**src/rtl/serial_sum_collector.sv**
```systemverilog
// serial_sum_collector
//   Receive end of the serial adder datapath. Collects the LSB-first serial
//   sum stream (qualified by the controller's enable) into a parallel
//   WIDTH-bit word plus final carry. The completed word is presented on a
//   valid/ready handshake.
//
// Optional feature: define SERIAL_SUM_COLLECTOR_PARITY_EN to add parity_o,
//   the XOR of all WIDTH sum bits and the final carry, registered and held
//   together with result_o.
//
// Ports
//   clk            : clock, rising edge
//   reset_n        : synchronous active-low reset
//   frame_start_i  : one-cycle pulse from the controller load; opens a new frame
//   bit_valid_i    : sum_bit_i / carry_i valid this cycle
//   sum_bit_i      : serial sum bit, LSB first
//   carry_i        : adder carry, sampled with the WIDTH-th bit
//   result_o       : assembled sum, bit 0 = first bit received
//   carry_o        : final carry of the frame
//   result_valid_o : result_o / carry_o valid
//   result_ready_i : consumer accepts the result
//   busy_o         : collector is not idle
//   bit_count_o    : bits accepted in the current frame
//   overrun_o      : sticky, a frame was dropped while a result was pending
//   parity_o       : (optional) parity of the sum bits and final carry
module serial_sum_collector #(
  parameter int unsigned WIDTH = 8,
  parameter int unsigned CW    = $clog2(WIDTH + 1)
) (
  input  logic             clk,
  input  logic             reset_n,
  input  logic             frame_start_i,
  input  logic             bit_valid_i,
  input  logic             sum_bit_i,
  input  logic             carry_i,
  output logic [WIDTH-1:0] result_o,
  output logic             carry_o,
  output logic             result_valid_o,
  input  logic             result_ready_i,
  output logic             busy_o,
  output logic [CW-1:0]    bit_count_o,
  output logic             overrun_o
`ifdef SERIAL_SUM_COLLECTOR_PARITY_EN
  ,
  output logic             parity_o
`endif
);

  typedef enum logic [1:0] {
    IDLE,
    COLLECT,
    HOLD
  } state_t;

  state_t           state;
  logic [WIDTH-1:0] sreg;
  logic [WIDTH-1:0] shifted;
  logic             last_bit;

`ifdef SERIAL_SUM_COLLECTOR_PARITY_EN
  logic run_par;
`endif

  // New bits enter at the top so the first bit received ends up in bit 0.
  assign shifted  = {sum_bit_i, sreg[WIDTH-1:1]};
  assign last_bit = (bit_count_o == CW'(WIDTH - 1));
  assign busy_o   = (state != IDLE);

  always_ff @(posedge clk) begin
    if (!reset_n) begin
      state          <= IDLE;
      sreg           <= '0;
      bit_count_o    <= '0;
      result_o       <= '0;
      carry_o        <= 1'b0;
      result_valid_o <= 1'b0;
      overrun_o      <= 1'b0;
`ifdef SERIAL_SUM_COLLECTOR_PARITY_EN
      run_par        <= 1'b0;
      parity_o       <= 1'b0;
`endif
    end else begin
      unique case (state)
        IDLE: begin
          if (frame_start_i) begin
            state       <= COLLECT;
            bit_count_o <= '0;
            sreg        <= '0;
`ifdef SERIAL_SUM_COLLECTOR_PARITY_EN
            run_par     <= 1'b0;
`endif
          end
        end

        COLLECT: begin
          // A new frame_start aborts the partial frame; the bit arriving in
          // the same cycle belongs to nobody and is dropped.
          if (frame_start_i) begin
            bit_count_o <= '0;
            sreg        <= '0;
`ifdef SERIAL_SUM_COLLECTOR_PARITY_EN
            run_par     <= 1'b0;
`endif
          end else if (bit_valid_i) begin
            sreg <= shifted;
`ifdef SERIAL_SUM_COLLECTOR_PARITY_EN
            run_par <= run_par ^ sum_bit_i;
`endif
            if (last_bit) begin
              result_o       <= shifted;
              carry_o        <= carry_i;
              result_valid_o <= 1'b1;
              bit_count_o    <= '0;
              state          <= HOLD;
`ifdef SERIAL_SUM_COLLECTOR_PARITY_EN
              parity_o       <= run_par ^ sum_bit_i ^ carry_i;
`endif
            end else begin
              bit_count_o <= bit_count_o + CW'(1);
            end
          end
        end

        HOLD: begin
          if (result_ready_i) begin
            result_valid_o <= 1'b0;
            if (frame_start_i) begin
              state       <= COLLECT;
              bit_count_o <= '0;
              sreg        <= '0;
`ifdef SERIAL_SUM_COLLECTOR_PARITY_EN
              run_par     <= 1'b0;
`endif
            end else begin
              state <= IDLE;
            end
          end else if (frame_start_i) begin
            overrun_o <= 1'b1;
          end
        end

        default: state <= IDLE;
      endcase
    end
  end

endmodule

```
**config.mk**
```make
export PLATFORM = sky130hd
export DESIGN_NAME = serial_sum_collector
export DESIGN_NICKNAME = d
export VERILOG_FILES = /design/src/rtl/serial_sum_collector.sv
export SDC_FILE = /design/constraint.sdc
export NUM_CORES = 1
export LEC_CHECK = 0
export CAP_MARGIN = 20
export CORE_MARGIN = 10
export CORE_UTILIZATION = 54
export CTS_BUF_LIST = sky130_fd_sc_hd__clkbuf_8
export DETAILED_ROUTE_END_ITERATION = 10
export PLACE_DENSITY = 0.89
export SKIP_CTS_REPAIR_TIMING = 1
export SLEW_MARGIN = 20
export SYNTH_ARGS = -nofsm -noshare
export SYNTH_HDL_FRONTEND = slang
export SYNTH_SLANG_ARGS = --single-unit
```
**constraint.sdc**
```tcl
create_clock -name clk -period 2.3 [get_ports clk]
set_clock_uncertainty 0.1 [all_clocks]
set_input_delay 0.23 -clock clk [delete_from_list [all_inputs] [get_ports clk]]
set_output_delay 0.23 -clock clk [all_outputs]
set_load 0.05 [all_outputs]
```
---- After elaboration in Yosys (flattened, before gate mapping) ----
Cells that the tools add are included.
operators by class
  add/sub/neg operators ................... 1
  multiply operators ...................... 0
  div/mod/pow operators ................... 0
  $lt $le $gt $ge ......................... 0
  equality and inequality tests ........... 9
  shifts and indexed selects .............. 0
  muxes and demuxes ....................... 23
  bitwise gates (word level) .............. 2
  reductions and logical operators ........ 9
operators with widths
  kind                                            number
  2-to-1 mux 8 bit                                4
  one-hot mux 8 bit (3 select lines)              1
  2-to-1 mux 4 bit                                5
  one-hot mux 4 bit (3 select lines)              1
  2-to-1 mux 2 bit                                5
  inequality test 2 bit (second input constant)   5
  AND reduction 5 bit                             2
  one-hot mux 2 bit (3 select lines)              1
  AND reduction 3 bit                             2
  2-to-1 mux 1 bit                                5
  adder 4 x 1 -> 4 bit (second input constant)    1
  == test 4 x 3 -> 1 bit (second input constant)  1
  AND reduction 4 bit                             1
  nonzero test 2 bit                              2
  inequality test 3 bit (second input constant)   1
  nonzero test 3 bit                              1
  == test 2 x 1 -> 1 bit (second input constant)  1
  == test 2 bit (second input constant)           1
  zero test 2 bit                                 1
  NOT 1 bit                                       2
  one-hot mux 1 bit (2 select lines)              1
storage, ports and cells
  bits in registers ....................... 25
  latch bits .............................. 0
  bits in writable memories ............... 0
  memory bits (read-only) ................. 0
  input port bits ......................... 7
  output and inout port bits .............. 16
  word-level logic and storage cells ...... 51
  memories ................................ 0

---- Logic depth before layout (Yosys ltp) ----
Gate-level depths: netlist of the first run.
  depth after elaboration ................. 5
  depth in mapped cells ................... 5
  gate-level depth less buffers ........... 4

---- Worst setup path after synthesis of the first run ----
OpenSTA, ideal clock, no wires.
  path type ............................... reg2reg
  start ................................... register bit_count_o[0]
  end ..................................... register result_o[2]
  arrival ................................. 1.728 ns
  path slack .............................. 0.400 ns
  stages on the path, launching flop included .. 6
  buffers on the path ..................... 1
  clock period less this slack ............ 1.900 ns
  path through ............................ dfxtp_1 -> ha_1 -> nand4b_1 -> nor4_4 -> buf_6 -> mux2i_1
between the ends
  word-level cells in the longest chain between the ends .. 2
ends and longest elaborated chain
  item                                  RTL line  RTL
  from (decl)                           41        output logic [CW-1:0] bit_count_o,
  from (signal assigned)                119       bit_count_o <= bit_count_o + CW'(1);
  == test 4 x 3 -> 1 bit                66        assign last_bit = (bit_count_o == CW'(WIDTH - 1));
  AND reduction 4 bit (no source line)  n/a
  to (signal assigned)                  110       result_o <= shifted;
  to (decl)                             36        output logic [WIDTH-1:0] result_o,
Every way passes these cells.
A chain may end at the register's enable or synchronous reset.

---- Worst setup path in the final report of the first run ----
  start ................................... register state[1]
  end ..................................... output port busy_o
between the ends
  word-level cells in the longest chain between the ends .. 1
ends and longest elaborated chain
  item                    RTL line  RTL
  from (decl)             55        state_t state;
  from (signal assigned)  71        state <= IDLE;
  from (signal assigned)  86        state <= COLLECT;
  from (signal assigned)  114       state <= HOLD;
  nonzero test 2 bit      67        assign busy_o = (state != IDLE);
  to (decl)               40        output logic busy_o,
Every way passes these cells.

==> results of run 1 <==
## kinds of logic (layout without fill, tap and decap cells)
family	after synthesis	in the layout	share of synthesized area
flops	24	24	0.5033
fa+ha+maj	1	1	0.01310
compound gates	20	20	0.1310
mux	10	10	0.1049
buf+inv	9	33	0.04455
simple gates	35	35	0.2032
## critical path, stage by stage (launching register included)
cell and delay, ns:
sky130_fd_sc_hd__dfxtp_1 0.51, sky130_fd_sc_hd__or2_2 0.17, sky130_fd_sc_hd__clkdlybuf4s50_1 0.79
## per-layer routing
layer | global-route usage | wire, um | up-vias
li1 | - | - | 399
met1 | 0.1204 | 843 | 371
met2 | 0.2193 | 1107 | 35
met3 | 0.06504 | 225 | 4
met4 | 0.05414 | 40 | 0
met5 | 0 | 0 | -
## path summary, 6_finish.rpt
check / start / end / slack, ns
setup reg to reg: bit_count_o[0] / result_o[4] / 0.62
hold / removal: result_o[6] / result_o[6] / 0.37
hold reg to reg: result_o[6] / result_o[6] / 0.37
setup / recovery: state[1] / busy_o / 0.24
## cell type report
cell class              instances  share of cell area
repair buffers                 24              0.1854
clock inverters                 1             0.02367
clock buffers                   3             0.03254
multi-input cells              66              0.3402
inverters                       5             0.01479
well taps                      25             0.02465
flip-flops and latches         24              0.3787
## power breakdown
part           internal, mW  switching (mW)
registers             0.417         0.00336
clock network         0.233           0.136
logic                0.0199          0.0300
## Yosys cell counts
master,n,area (um^2)
sky130_fd_sc_hd__o21ai_0,1,5.000
sky130_fd_sc_hd__o211ai_1,2,15.01
sky130_fd_sc_hd__nand4_1,1,6.260
sky130_fd_sc_hd__nand2_1,19,71.32
sky130_fd_sc_hd__buf_6,1,11.26
sky130_fd_sc_hd__o21a_1,2,15.01
sky130_fd_sc_hd__a31oi_1,3,18.77
sky130_fd_sc_hd__nand3_1,4,20.02
sky130_fd_sc_hd__a211oi_1,1,7.510
sky130_fd_sc_hd__nand3b_1,3,22.52
sky130_fd_sc_hd__o22ai_1,7,43.79
sky130_fd_sc_hd__or2_2,1,6.260
sky130_fd_sc_hd__mux2i_1,10,100.1
sky130_fd_sc_hd__nor2_1,2,7.510
sky130_fd_sc_hd__and4b_1,1,10.01
sky130_fd_sc_hd__and4bb_2,1,12.51
sky130_fd_sc_hd__buf_2,1,5.000
sky130_fd_sc_hd__dfxtp_1,24,480.5
sky130_fd_sc_hd__nand4b_1,1,8.760
sky130_fd_sc_hd__inv_1,4,15.01
sky130_fd_sc_hd__o21ai_1,1,5.000
sky130_fd_sc_hd__inv_2,1,3.750
sky130_fd_sc_hd__nor4_4,1,21.27
sky130_fd_sc_hd__nor3b_1,1,7.510
sky130_fd_sc_hd__clkbuf_1,2,7.510
sky130_fd_sc_hd__ha_1,1,12.51
sky130_fd_sc_hd__a21oi_1,3,15.01
## state kept, by name, indices dropped and copies added, names as in the netlist
name and cells:
result_valid_o 1, bit_count_o 4, result_o 8, overrun_o 1, state 2, sreg 7, carry_o 1
==> summary.txt, run 1 <==
Status
  • Status: finished clean

Clocking
  • TritonCTS buffer count: 3
  • CTS tree: done
  • Maximum root-to-sink buffer count: 2
  • Clock transition at the registers of the reported paths: 0.08 ns
  • Root Buffer Master: sky130_fd_sc_hd__clkbuf_8
  • CTS H-Tree Depth: 1
  • Number of sinks driven by the clock tree: 24
  • Clock latency on the worst-skew pair: 0.27 ns

Layout
  • Multi-input logic area: 431.7 um^2
  • Highest-count cells in the layout ignoring fill and taps: sky130_fd_sc_hd__dfxtp_1 (24), sky130_fd_sc_hd__clkdlybuf4s50_1 (22), sky130_fd_sc_hd__nand2_1 (19)
  • Area growth, synth to finish: 32.90%
  • Final net count: 132
  • Flip-flop and latch area: 480.5 um^2
  • Final antenna diode count: 0
  • Most common cell after layout, fill and taps aside: sky130_fd_sc_hd__dfxtp_1
  • FILL cells: 124
  • Number of standard cells in the final layout excluding fillers: 148
  • Share of the core filled with cells in the final layout: 0.7429
  • Fraction of final layout cells with drive strength greater than 1: 0.08130
  • Final instance area: 1269 um^2

STA
  • Max Freq: 484.8 MHz
  • Slew headroom: 0.6528
  • Accumulated negative setup slack: 0 ns
  • Setup-violating endpoint count in the final report: 0
  • Post-route worst hold slack: 0.3670 ns
  • Final WS setup: 0.2373 ns
  • Setup repair after global routing missed its margin: no
  • Final hold vios: 0
  • Fin. max-slew vios: 0
  • Time the final worst path needs with I/O delays and setup: 2.063 ns
  • Worst-Margin Slew: 0.5173 ns
  • Share of the cycle needed by the critical path after routing: 0.8968

Power and ir drop
  • Power density over the cells: 661.3 nW/um^2
  • Post-layout total power: 0.8390 mW
  • Leakage power summed over all cells: 0.4232 nW
  • Max VDD drop: 0.5722 mV

Yosys
  • Summed instance area of the synthesized netlist: 954.7 um^2
  • Total nets after synthesis: 107
  • Distinct cell type count after synthesis: 27
  • Sequential-to-total area share from yosys stat: 0.5033
  • Synthesized area per cell: 9.643 um^2
  • Count of synthesis-stage warnings from yosys: 0
  • Synthesized flop and latch total: 24
  • Cells after synthesis: 99

Floorplanning
  • Starting Density: 0.5590
  • Row count: 15
  • Area of the core: 1708 um^2
  • Die Ht: 62.05 um
  • Die area: 3850 um^2
  • I/O pin cnt: 23
  • Horiz. Die Dim: 62.05 um

Placed design
  • Cell count after placement: 144
  • Port Buffer Count: 22
  • Worst-case setup slack after placement: 0.4608 ns
  • Area after detailed placement: 1197 um^2
  • Final RePlAce weighted congestion: 0.7893
  • Post-detail-place hpwl: 1636 um

Critical path
  • Top fanout value on the critical path: 9
  • Worst reg-to-reg path cell count: 5
  • Critical Path AT: 1.73 ns
  • Required time reported for the critical path endpoint: 1.97 ns
  • Sort of element at the end of the critical path: primary output
  • Setup crit start kind: flip-flop
  • Type of the setup path with the least slack: flip-flop to primary output

Detailed routing
  • Drt initial violations: 18
  • Detailed Routing Iterations Pass 1: 4
  • Post-detailed-route via-to-cell ratio: 5.466
  • Post-route antenna net violation count: 0
  • Wirelength, routed: 2216 um
  • Final routed wire length divided by cell count: 14.97 um
  • Post-route DRC violation count: 0
  • Number of vias after detailed routing: 809

GRT
  • Global-route wire length before repair: 3594 um
  • Initial antenna violation count: 0
  • Via count of the first global-routing pass: 812
  • Largest net degree at the start of global routing: 15
  • Tot GR Track Use: 0.1254
  • Total congestion overflow: 0

Worst hold path
  • Cells on Worst Hold Path: 2
  • Classification of the worst-slack hold path: flip-flop to flip-flop

Job
  • Count of maximum capacitance violations: 0
(Power assumes the default switching activity.)
==> inputs of run 2 (changes only) <==
--- a/config.mk
+++ b/config.mk
@@ -10,7 +10,7 @@
 export CORE_UTILIZATION = 54
 export CTS_BUF_LIST = sky130_fd_sc_hd__clkbuf_8
 export DETAILED_ROUTE_END_ITERATION = 10
-export PLACE_DENSITY = 0.89
+export PLACE_DENSITY = 0.91
 export SKIP_CTS_REPAIR_TIMING = 1
 export SLEW_MARGIN = 20
 export SYNTH_ARGS = -nofsm -noshare
==> summary.txt, run 2 (synthesis results as in run 1) <==
Floorplanning
  • Die Ht: 62.05 um (unchanged)
  • Area of the core: 1708 um^2 (unchanged)
  • Die area: 3850 um^2 (unchanged)
  • Starting Density: 0.5590 (unchanged)
  • Horiz. Die Dim: 62.05 um (unchanged)
  • Row count: 15 (unchanged)
  • I/O pin cnt: 23 (unchanged)

Detailed routing
  • Post-route DRC violation count: 0 (unchanged)
  • Number of vias after detailed routing: 840 (+3.8%)
  • Post-route antenna net violation count: 0 (unchanged)
  • Drt initial violations: 38 (+20)
  • Final routed wire length divided by cell count: 16.39 um (+9.4%)
  • Post-detailed-route via-to-cell ratio: 5.676 (+3.8%)
  • Detailed Routing Iterations Pass 1: 4 (unchanged)
  • Wirelength, routed: 2425 um (+9.4%)

Layout
  • Flip-flop count of the largest register, all copies and words added: 8 (unchanged)
  • FILL cells: 123 (-0.81%)
  • Final antenna diode count: 0 (unchanged)
  • Largest regs: result_o: 8 flops, sreg: 7 flops, bit_count_o: 4 flops
  • Final net count: 132 (unchanged)
  • Area growth, synth to finish: 32.90% (unchanged)
  • Highest-count cells in the layout ignoring fill and taps: sky130_fd_sc_hd__dfxtp_1 (24), sky130_fd_sc_hd__clkdlybuf4s50_1 (22), sky130_fd_sc_hd__nand2_1 (19)
  • Fraction of final layout cells with drive strength greater than 1: 0.08130 (unchanged)
  • Most common cell after layout, fill and taps aside: sky130_fd_sc_hd__dfxtp_1
  • Register with the highest flop count: result_o
  • Number of standard cells in the final layout excluding fillers: 148 (unchanged)

Power and ir drop
  • Post-layout total power: 0.8354 mW (-0.43%)
  • Leakage power summed over all cells: 0.4232 nW (unchanged)
  • Net Sw Power: 0.1658 mW (-2.0%)
  • Gate power share: 0.062 (+0.003)
  • Max VDD drop: 0.4487 mV (-22%)
  • Switching fraction of total power: 0.1985 (-0.003137)
  • Power density over the cells: 658.4 nW/um^2 (-0.43%)
  • Part of the power in registers: 0.504 (+0.003)
  • Internal power component: 0.6696 mW (about the same)
  • Clock power frac: 0.435 (-0.004)

Clocking
  • Clock transition at the registers of the reported paths: 0.08 ns (about the same)
  • CTS tree: done
  • CTS H-Tree Depth: 1 (unchanged)
  • Clock latency on the worst-skew pair: 0.26 ns (about the same)
  • Number of sinks driven by the clock tree: 24 (unchanged)
  • Root Buffer Master: sky130_fd_sc_hd__clkbuf_8
  • Maximum root-to-sink buffer count: 2 (unchanged)
  • TritonCTS buffer count: 3 (unchanged)

Status
  • Status: finished clean

Critical path
  • Reg2reg setup slack: 0.59 ns (-0.03 ns)
  • Required time reported for the critical path endpoint: 1.97 ns (about the same)
  • Top fanout value on the critical path: 9 (unchanged)
  • Cell family contributing the most delay on the critical path: buffers and inverters
  • Setup crit start kind: flip-flop
  • Cell with the biggest individual delay on the critical path: sky130_fd_sc_hd__clkdlybuf4s50_1
  • Worst stage delay on the critical path: 0.79 ns (about the same)
  • Type of the setup path with the least slack: flip-flop to primary output
  • Critical Path AT: 1.73 ns (about the same)
  • Cell depth of the worst setup path: 2 (unchanged)
  • Sort of element at the end of the critical path: primary output
  • Worst reg-to-reg path cell count: 5 (unchanged)
  • Critical-path cell list: or2_2 -> clkdlybuf4s50_1
  • Worst path bufs/invs: 1 (unchanged)

STA
  • Share of the cycle needed by the critical path after routing: 0.8946 (-0.002201)
  • Setup-violating endpoint count in the final report: 0 (unchanged)
  • Max Freq: 486.0 MHz (+0.25%)
  • Worst-Margin Slew: 0.5428 ns (+0.02550 ns)
  • Fin. max-slew vios: 0 (unchanged)
  • Time the final worst path needs with I/O delays and setup: 2.058 ns (-0.005062 ns)
  • Accumulated negative setup slack: 0 ns (unchanged)
  • Final hold vios: 0 (unchanged)
  • Slew headroom: 0.6357 (-0.01711)
  • Post-route worst hold slack: 0.3684 ns (+0.001406 ns)
  • Setup repair after global routing missed its margin: no

GRT
  • Most used routing layer: met2
  • Largest net degree at the start of global routing: 15 (unchanged)
  • Global-route wire length before repair: 4071 um (+13%)
  • Via count of the first global-routing pass: 843 (+3.8%)
  • Initial antenna violation count: 0 (unchanged)
  • Met3 track demand over resource in global routing: 0.05285 (-0.01220)
  • Total congestion overflow: 0 (unchanged)
  • Met1 capacity usage during global routing: 0.1624 (+0.04193)
  • Met2 track utilization from global routing: 0.2354 (+0.01608)
  • Tot GR Track Use: 0.1410 (+0.01565)

Worst hold path
  • Cells on Worst Hold Path: 2 (unchanged)
  • Classification of the worst-slack hold path: flip-flop to flip-flop

Job
  • Count of maximum capacitance violations: 0 (unchanged)

Placed design
  • Post-detail-place hpwl: 1757 um (+7.4%)
  • Final RePlAce weighted congestion: 0.7950 (+0.72%)
  • Port Buffer Count: 22 (unchanged)
  • Cell count after placement: 144 (unchanged)
==> run 2: cell counts in the layout (fill, tap and decap cells not counted) <==
Identical to the previous run, type by type.
==> run 2: final timing paths <==
check / from / endpoint
worst min-delay path: carry_o / carry_o
worst max register to register: bit_count_o[0] / result_o[0]
worst max-delay path: state[1] / busy_o
worst min register to register: carry_o / carry_o
==> run 2: cell type report <==
cell class	count	area, um^2	area share
multi-input combinational	66	431.7	0.3402
sequential	24	480.5	0.3787
inverter	5	18.77	0.01479
clock buffer	3	41.29	0.03254
timing repair buffer	24	235.2	0.1854
tap	25	31.28	0.02465
clock inverter	1	30.03	0.02367
==> run 2: worst min-delay path, delay by kind of cell (launching register included) <==
family | cells | cell delay [ns]
flops | 1 | 0.32
simple gates | 1 | 0.05
mux | 1 | 0.05
==> run 2: power groups by stage <==
stage / clock network, mW / registers (mW) / logic (mW)
finish: 0.363 / 0.421 / 0.0514
floorplan: 0 / 0.432 / 0.0241
global route: 0.390 / 0.421 / 0.0549
CTS: 0.366 / 0.421 / 0.0505
detailed placement: 0 / 0.430 / 0.0503
global placement: 0 / 0.430 / 0.0485
==> run 2: metrics by stage <==
step	instance area (um^2)	utilization	setup WS [ns]
2_1_floorplan	954.7	-	0.4001
5_1_grt	1269	0.7429	0.1582
3_3_place_gp	1197	0.7011	0.5052
6_report	1269	0.7429	0.2424
3_5_place_dp	1197	0.7011	0.4374
4_1_cts	1269	0.7429	0.2242
==> run 2: layer usage <==
metal | vias to the layer above | share of wire
li1 | 400 | -
met4 | 0 | 0.0078
met1 | 402 | 0.39
met2 | 34 | 0.50
met3 | 4 | 0.097
met5 | - | 0
